### src/rtl/adc_spi_reader.sv
// rtl/adc_spi_reader.sv - dual-channel 12-bit SPI ADC serial-read master
module adc_spi_reader #(
    parameter int CLK_DIV      = 244,
    parameter int FRAME_BITS   = 16,
    parameter int DATA_BITS    = 12,
    parameter int QUIET_CYCLES = 16
) (
    input  logic                 clk,
    input  logic                 rst_n,
    input  logic                 start,
    input  logic                 sdata0,
    input  logic                 sdata1,
    output logic                 cs_n,
    output logic                 sclk,
    output logic [DATA_BITS-1:0] data0,
    output logic [DATA_BITS-1:0] data1,
    output logic                 valid,
    output logic                 busy
);
    localparam int DIV_W  = $clog2(CLK_DIV + 1);
    localparam int EDGE_W = $clog2(FRAME_BITS + 1);
    localparam int Q_W    = $clog2(QUIET_CYCLES + 1);

    typedef enum logic [1:0] {IDLE, CONV, QUIET} state_t;

    state_t                 state_q, state_d;
    logic                   cs_n_q, cs_n_d;
    logic                   sclk_q, sclk_d;
    logic [DIV_W-1:0]       div_q, div_d;
    logic [EDGE_W-1:0]      edge_q, edge_d;
    logic [Q_W-1:0]         quiet_q, quiet_d;
    logic [DATA_BITS-2:0]   sh0_q, sh0_d, sh1_q, sh1_d;
    logic [DATA_BITS-1:0]   data0_q, data0_d, data1_q, data1_d;
    logic                   valid_q, valid_d;
    logic                   s0_meta, s0_sync, s1_meta, s1_sync;
    logic [DATA_BITS-1:0]   frame0, frame1;

    // Only the newest DATA_BITS bits are kept, so leading frame bits fall off the top
    assign frame0 = {sh0_q, s0_sync};
    assign frame1 = {sh1_q, s1_sync};

    always_comb begin
        state_d = state_q;
        cs_n_d  = cs_n_q;
        sclk_d  = sclk_q;
        div_d   = div_q;
        edge_d  = edge_q;
        quiet_d = quiet_q;
        sh0_d   = sh0_q;
        sh1_d   = sh1_q;
        data0_d = data0_q;
        data1_d = data1_q;
        valid_d = 1'b0;
        case (state_q)
            IDLE: begin
                cs_n_d = 1'b1;
                sclk_d = 1'b1;
                if (start) begin
                    state_d = CONV;
                    cs_n_d  = 1'b0;
                    div_d   = '0;
                    edge_d  = '0;
                end
            end
            CONV: begin
                if (div_q == DIV_W'(CLK_DIV)) begin
                    div_d  = '0;
                    sclk_d = ~sclk_q;
                    if (!sclk_q) begin
                        sh0_d  = frame0[DATA_BITS-2:0];
                        sh1_d  = frame1[DATA_BITS-2:0];
                        edge_d = edge_q + EDGE_W'(1);
                        if (edge_q == EDGE_W'(FRAME_BITS - 1)) begin
                            data0_d = frame0;
                            data1_d = frame1;
                            valid_d = 1'b1;
                            cs_n_d  = 1'b1;
                            quiet_d = '0;
                            state_d = QUIET;
                        end
                    end
                end else begin
                    div_d = div_q + DIV_W'(1);
                end
            end
            QUIET: begin
                cs_n_d = 1'b1;
                sclk_d = 1'b1;
                if (quiet_q == Q_W'(QUIET_CYCLES - 1)) begin
                    state_d = IDLE;
                end else begin
                    quiet_d = quiet_q + Q_W'(1);
                end
            end
            default: begin
                state_d = IDLE;
                cs_n_d  = 1'b1;
                sclk_d  = 1'b1;
            end
        endcase
    end

    always_ff @(posedge clk or negedge rst_n) begin
        if (!rst_n) begin
            state_q <= IDLE;
            cs_n_q  <= 1'b1;
            sclk_q  <= 1'b1;
            div_q   <= '0;
            edge_q  <= '0;
            quiet_q <= '0;
            sh0_q   <= '0;
            sh1_q   <= '0;
            data0_q <= '0;
            data1_q <= '0;
            valid_q <= 1'b0;
            s0_meta <= 1'b0;
            s0_sync <= 1'b0;
            s1_meta <= 1'b0;
            s1_sync <= 1'b0;
        end else begin
            state_q <= state_d;
            cs_n_q  <= cs_n_d;
            sclk_q  <= sclk_d;
            div_q   <= div_d;
            edge_q  <= edge_d;
            quiet_q <= quiet_d;
            sh0_q   <= sh0_d;
            sh1_q   <= sh1_d;
            data0_q <= data0_d;
            data1_q <= data1_d;
            valid_q <= valid_d;
            s0_meta <= sdata0;
            s0_sync <= s0_meta;
            s1_meta <= sdata1;
            s1_sync <= s1_meta;
        end
    end

    assign cs_n  = cs_n_q;
    assign sclk  = sclk_q;
    assign data0 = data0_q;
    assign data1 = data1_q;
    assign valid = valid_q;
    assign busy  = (state_q != IDLE);
endmodule

### config.mk
export PLATFORM = sky130hd
export DESIGN_NAME = adc_spi_reader
export DESIGN_NICKNAME = d
export VERILOG_FILES = /design/src/rtl/adc_spi_reader.sv
export SDC_FILE = /design/constraint.sdc
export NUM_CORES = 1
export LEC_CHECK = 0
export BUFFER_PORTS_ARGS = -buffer_cell sky130_fd_sc_hd__buf_4
export CORE_UTILIZATION = 35
export DETAILED_ROUTE_END_ITERATION = 16
export GPL_TIMING_DRIVEN = 0
export PLACE_DENSITY_LB_ADDON = 0.05
export SYNTH_ARGS = -nofsm -noshare
export SYNTH_HDL_FRONTEND = slang
export SYNTH_SLANG_ARGS = --single-unit
export TNS_END_PERCENT = 20
### constraint.sdc
create_clock -name clk -period 6.1 [get_ports clk]
set_input_delay 0 -clock clk [delete_from_list [all_inputs] [get_ports clk]]
set_output_delay 0 -clock clk [all_outputs]
set_load 0.03 [all_outputs]
### Yosys cells after proc, flatten, opt, wreduce, memory -nomap -nowiden

Index checks and enable logic that the tools add are counted.

* add/subtract/negate cells: 3
* div/mod/pow operators: 0
* bitwise logic cells: 1
* order comparisons: 0
* multipliers: 0
* equality and inequality tests: 11
* reductions and logical operators: 11
* mux-type cells: 29
* shift operators: 0

Operator list (count)
* 5-bit 2-to-1 mux: 7
* 5-bit case mux with 2 select lines: 2
* 8-bit 2-to-1 mux: 2
* 8-bit case mux with 2 select lines: 1
* 2-bit != test, second input constant: 6
* 5-bit by 1-bit adder with 5-bit output, second input constant: 2
* 5-bit by 4-bit equality test with 1-bit output, second input constant: 2
* 1-bit 2-to-1 mux: 10
* 2-bit 2-to-1 mux: 5
* 5-bit AND reduction: 2
* 8-bit by 1-bit adder with 8-bit output, second input constant: 1
* 8-bit equality test, second input constant: 1
* 4-bit AND reduction: 2
* 2-bit case mux with 3 select lines: 1
* 3-bit AND reduction: 2
* 2-bit nonzero test: 3
* 2-bit by 1-bit equality test with 1-bit output, second input constant: 1
* 2-bit equality test, second input constant: 1
* 2-bit zero test: 1
* 1-bit case mux with 2 select lines: 1
* 2-bit AND reduction: 1
* 1-bit NOT: 1

* memories: 0
* memory bits (writable): 0
* logic and storage cells: 70
* register bits after elaboration: 73
* bits in latches: 0
* input port bits: 5
* memory bits (read-only): 0

### Longest topological paths before layout

* word-level depth: 5
* mapped depth: 8

### Worst setup path after synthesis

No wires, ideal clock.

* path kind: register to register
* from: register div_q[0]
* to: register data0_q[0] (netlist: data0[0])
* setup slack: 4.093 ns
* stages on the path, launching flop included: 8
* path buffers: 2
* required time: 5.975 ns
* period minus slack after synthesis: 2.007 ns
* data arrival time: 1.882 ns
* path through: dfrtp_1 > inv_1 > ha_1 > nand4b_2 > or4_4 > buf_6 > buf_12 > mux2_4

* cells in the longest elaborated chain, start to end: 2

Ends and longest elaborated chain
* start, declared: RTL line 29 `logic [DIV_W-1:0] div_q, div_d;`
* start signal, assigned: RTL line 124 `div_q <= div_d;`
* 8-bit equality test: RTL line 66 `if (div_q == DIV_W'(CLK_DIV)) begin`
* 4-bit AND reduction (no line)
* end signal, assigned: RTL line 129 `data0_q <= data0_d;`
* end, declared: RTL line 33 `logic [DATA_BITS-1:0] data0_q, data0_d, data1_q, data1_d;`

Every way passes these cells.
A chain may end at the register's enable or synchronous reset.

### Worst setup path after layout

* from: register edge_q[0]
* to: register data1_q[0] (netlist: data1[0])

* cells in the longest elaborated chain, start to end: 2

Ends and longest elaborated chain
* start, declared: RTL line 30 `logic [EDGE_W-1:0] edge_q, edge_d;`
* start signal, assigned: RTL line 125 `edge_q <= edge_d;`
* 5-bit by 4-bit equality test with 1-bit output: RTL line 73 `if (edge_q == EDGE_W'(FRAME_BITS - 1)) begin`
* 4-bit AND reduction (no line)
* end signal, assigned: RTL line 130 `data1_q <= data1_d;`
* end, declared: RTL line 33

Every way passes these cells.

==> flow_summary.yaml <==
floorplan:
  start_util_pct: 36.5
  dieArea_sq_um: 9570
  ioPinCount: 33
  die_h_um: 97.8
  fp-row-count: 34
  die_w_um: 97.8
  core_sq_um: 8810
sta:
  worst_clock_skew_ps: 3.71
  fin_crit_sh_pct: 39.0
  report.final.slew_viol_count: 0
  finalHoldViolCount: 0
  tightest_slew_ps: 1070
  finalCriticalPeriod_ps: 2380
  max_freq_mhz: 420
  timing.setup.tns_ps: 0
  setup_viol: 0
  relSlewSlack_pct: 27.7
  hold-worst-slack_ps: 191
  grt_setup_unrepaired: "no"
global_routing:
  track_usage_pct: 14.0
  grt_overflow_total: 0
  grt_pass1_wl_mm: 10.4
  antenna_found_initial: 0
  grt_max_degree: 74
  grt_pass1_vias: 2019
cts:
  cts_max_level: 3
  cts_buffer_depth: 2
  cts_tree: "done"
  worstSkewPairLatency_ps: 340
  cts_made_buffers: 9
  clock_sinks: 73
  cts_resized: 0
  cts_setup_buffers: 0
  cts.clk_slew.worst_paths_ps: 70
  clock-root-buffer: "clkbuf_8"
critical_path:
  path_class: "reg2reg"
  critPathLaunchType: "flop"
  worstPathCellList: "ha_1 -> and3_1 -> ha_1 -> nand2b_1 -> nor4_1 -> mux2_2"
  endpoint_kind: "flop"
  critPathMaxFanout: 6
  required_ps: 6330
  path_common_cell: "ha_1"
  cpPeakStageDelay_ps: 830
  arrival_ps: 2610
  slowest_stage: "nor4_1"
pwr:
  ir_drop_mv: 0.184
  clock_power_share_pct: 40.6
  switching_share_pct: 24.3
  seqPwrFrac_pct: 50.6
  internal_power_mw: 0.821
  power_mw: 1.08
  p_sw_mw: 0.263
  p_per_area_nw_per_um2: 281
  p_leak_nw: 1.93
  comb_power_share_pct: 8.7
finish:
  fill_cells: 821
  drive_gt1_share_pct: 38.4
  nets: 295
  areaGrowthSynthToFinish_pct: 20.1
  antennaDiodeCount: 0
  utilization_pct: 43.8
drt:
  drt_pre_antenna_iters: 10
  via_per_inst: 4.97
  wire_per_inst_um: 15.0
  drt_iter0_drc: 68
  vias: 1972
  postRouteWirelength_mm: 5.97
  ant_nets: 0
  drc: 2
yosys:
  synth_nets: 249
  yosys-top-cells-area: "dfrtp_1, mux2_2, mux2_4"
  synth_top_area_cell: "dfrtp_1"
  synthCells: 238
  netlist.area_leader.share_pct: 55.3
  synth_common_cells: "dfrtp_1, mux2_2, nand2_1"
  avgSynthCellArea_sq_um: 13.5
  ys_ff_latch: 73
  async_reset_ff_share_pct: 100
  synth.distinct_cells: 42
  synth_edf_count: 0
  syn_area_sq_um: 3210
  synthFlopType: "dfrtp_1"
  yosys.cell_count.top_type: "dfrtp_1"
  yosys_warnings: 0
  yosysSeqAreaShare_pct: 56.9
run:
  cap_viol_max_count: 0
outcome:
  violations: "DRC"
  status: "complete, but fails checks"
place:
  dp_hpwl_mm: 3.83
  port_buffers: 32
  place_congestion: 0.701
min_path:
  min-delay-path-class: "in2reg"
## path summary, 6_finish.rpt
kind / end / cells past startpoint / slack [ps] / from
setup / recovery: data1[0] / 6 / 3720 / edge_q[0]
hold / removal: edge_q[2] / 4 / 190 / start
setup reg to reg: data1[0] / 6 / 3720 / edge_q[0]
hold reg to reg: s0_sync / 0 / 350 / s0_meta
max in group asynchronous: data0[7] / 2 / 5140 / rst_n
min in group asynchronous: edge_q[1] / 2 / 320 / rst_n
## area by class of cell
cell class                      count  area [sq um]  share of cell area [%]
Timing Repair Buffer               35           270                    7.01
Multi-Input combinational cell    145          1260                    32.6
Buffer                             13           100                    2.59
Tap cell                          108           135                    3.50
Clock inverter                      4          73.8                    1.91
Inverter                            7          26.3                   0.681
Clock buffer                       12           165                    4.28
Sequential cell                    73          1830                    47.4
## cells by family (layout without fill, tap and decap cells)
family	Yosys count	count (layout)	synth area share, %
AO/OA/AOI/OAI	30	30	6.66
adder cells (fa/ha/maj)	6	6	2.34
flip-flops	73	73	56.9
multiplexers	49	49	19.3
buffers and inverters	20	71	3.93
AND/OR/NAND/NOR	60	60	10.9
## power groups by stage
stage / logic (mW) / clock network (mW) / registers (mW)
after floorplan: 0.0654 / 0 / 0.552
final: 0.0949 / 0.441 / 0.549
after detailed placement: 0.0954 / 0 / 0.558
after global routing: 0.111 / 0.478 / 0.555
after global placement: 0.0933 / 0 / 0.557
after CTS: 0.0969 / 0.459 / 0.549
## layer usage
| metal | up-vias | track usage (%) | wire (um) | part of all wire (%) |
|---|---|---|---|---|
| met3 | 6 | 4.72 | 202 | 3.4 |
| met4 | 0 | 4.90 | 64 | 1.1 |
| met1 | 984 | 18.8 | 3000 | 50 |
| met2 | 28 | 21.1 | 2710 | 45 |
| li1 | 954 | - | - | - |
| met5 | - | 0 | 0 | 0 |
## per-stage QoR
stage               instance area (sq um)  instances  setup slack, ps
floorplan                            3210        238             4090
global placement                     3590        378             3710
detailed placement                   3590        378             3660
CTS                                  3860        397             3650
global route                         3860        397             3550
finish                               3860        397             3720
## sequential cells by signal (all words and copies together), names as in the netlist
name	cells
data1	12
quiet_q	5
sclk	1
s0_sync	1
s1_sync	1
div_q	8
data0	12
s1_meta	1
edge_q	5
sh1_q	11
state_q	2
s0_meta	1
sh0_q	11
valid	1
cs_n	1
## cell usage in the layout (no fill, tap or decap), drive strengths merged, types with 3 or more instances in the layout
cell,n
o22ai,4
buf,38
o211ai,5
nor4,5
and4b,3
o21ai,7
nand2,20
dfrtp,71
o311ai,5
nand4,3
inv,7
mux2,46
nand2b,4
mux2i,3
dlygate4sd3,3
and3,4
nand3,7
clkbuf,19
ha,6
or4,3
## repair_timing
action                                  CTS  global route
endpoints found under the hold margin    73             0
hold buffers                              3             0
endpoints found under the setup margin    0             0
## worst max-delay path: cells and delay by family, from the launching register on
kind                     cells  cell delay (ps)
multiplexers                 1              420
adder cells (fa/ha/maj)      2              330
AND/OR/NAND/NOR              3             1120
flip-flops                   1              400
Power figures use the tool's default switching activity.
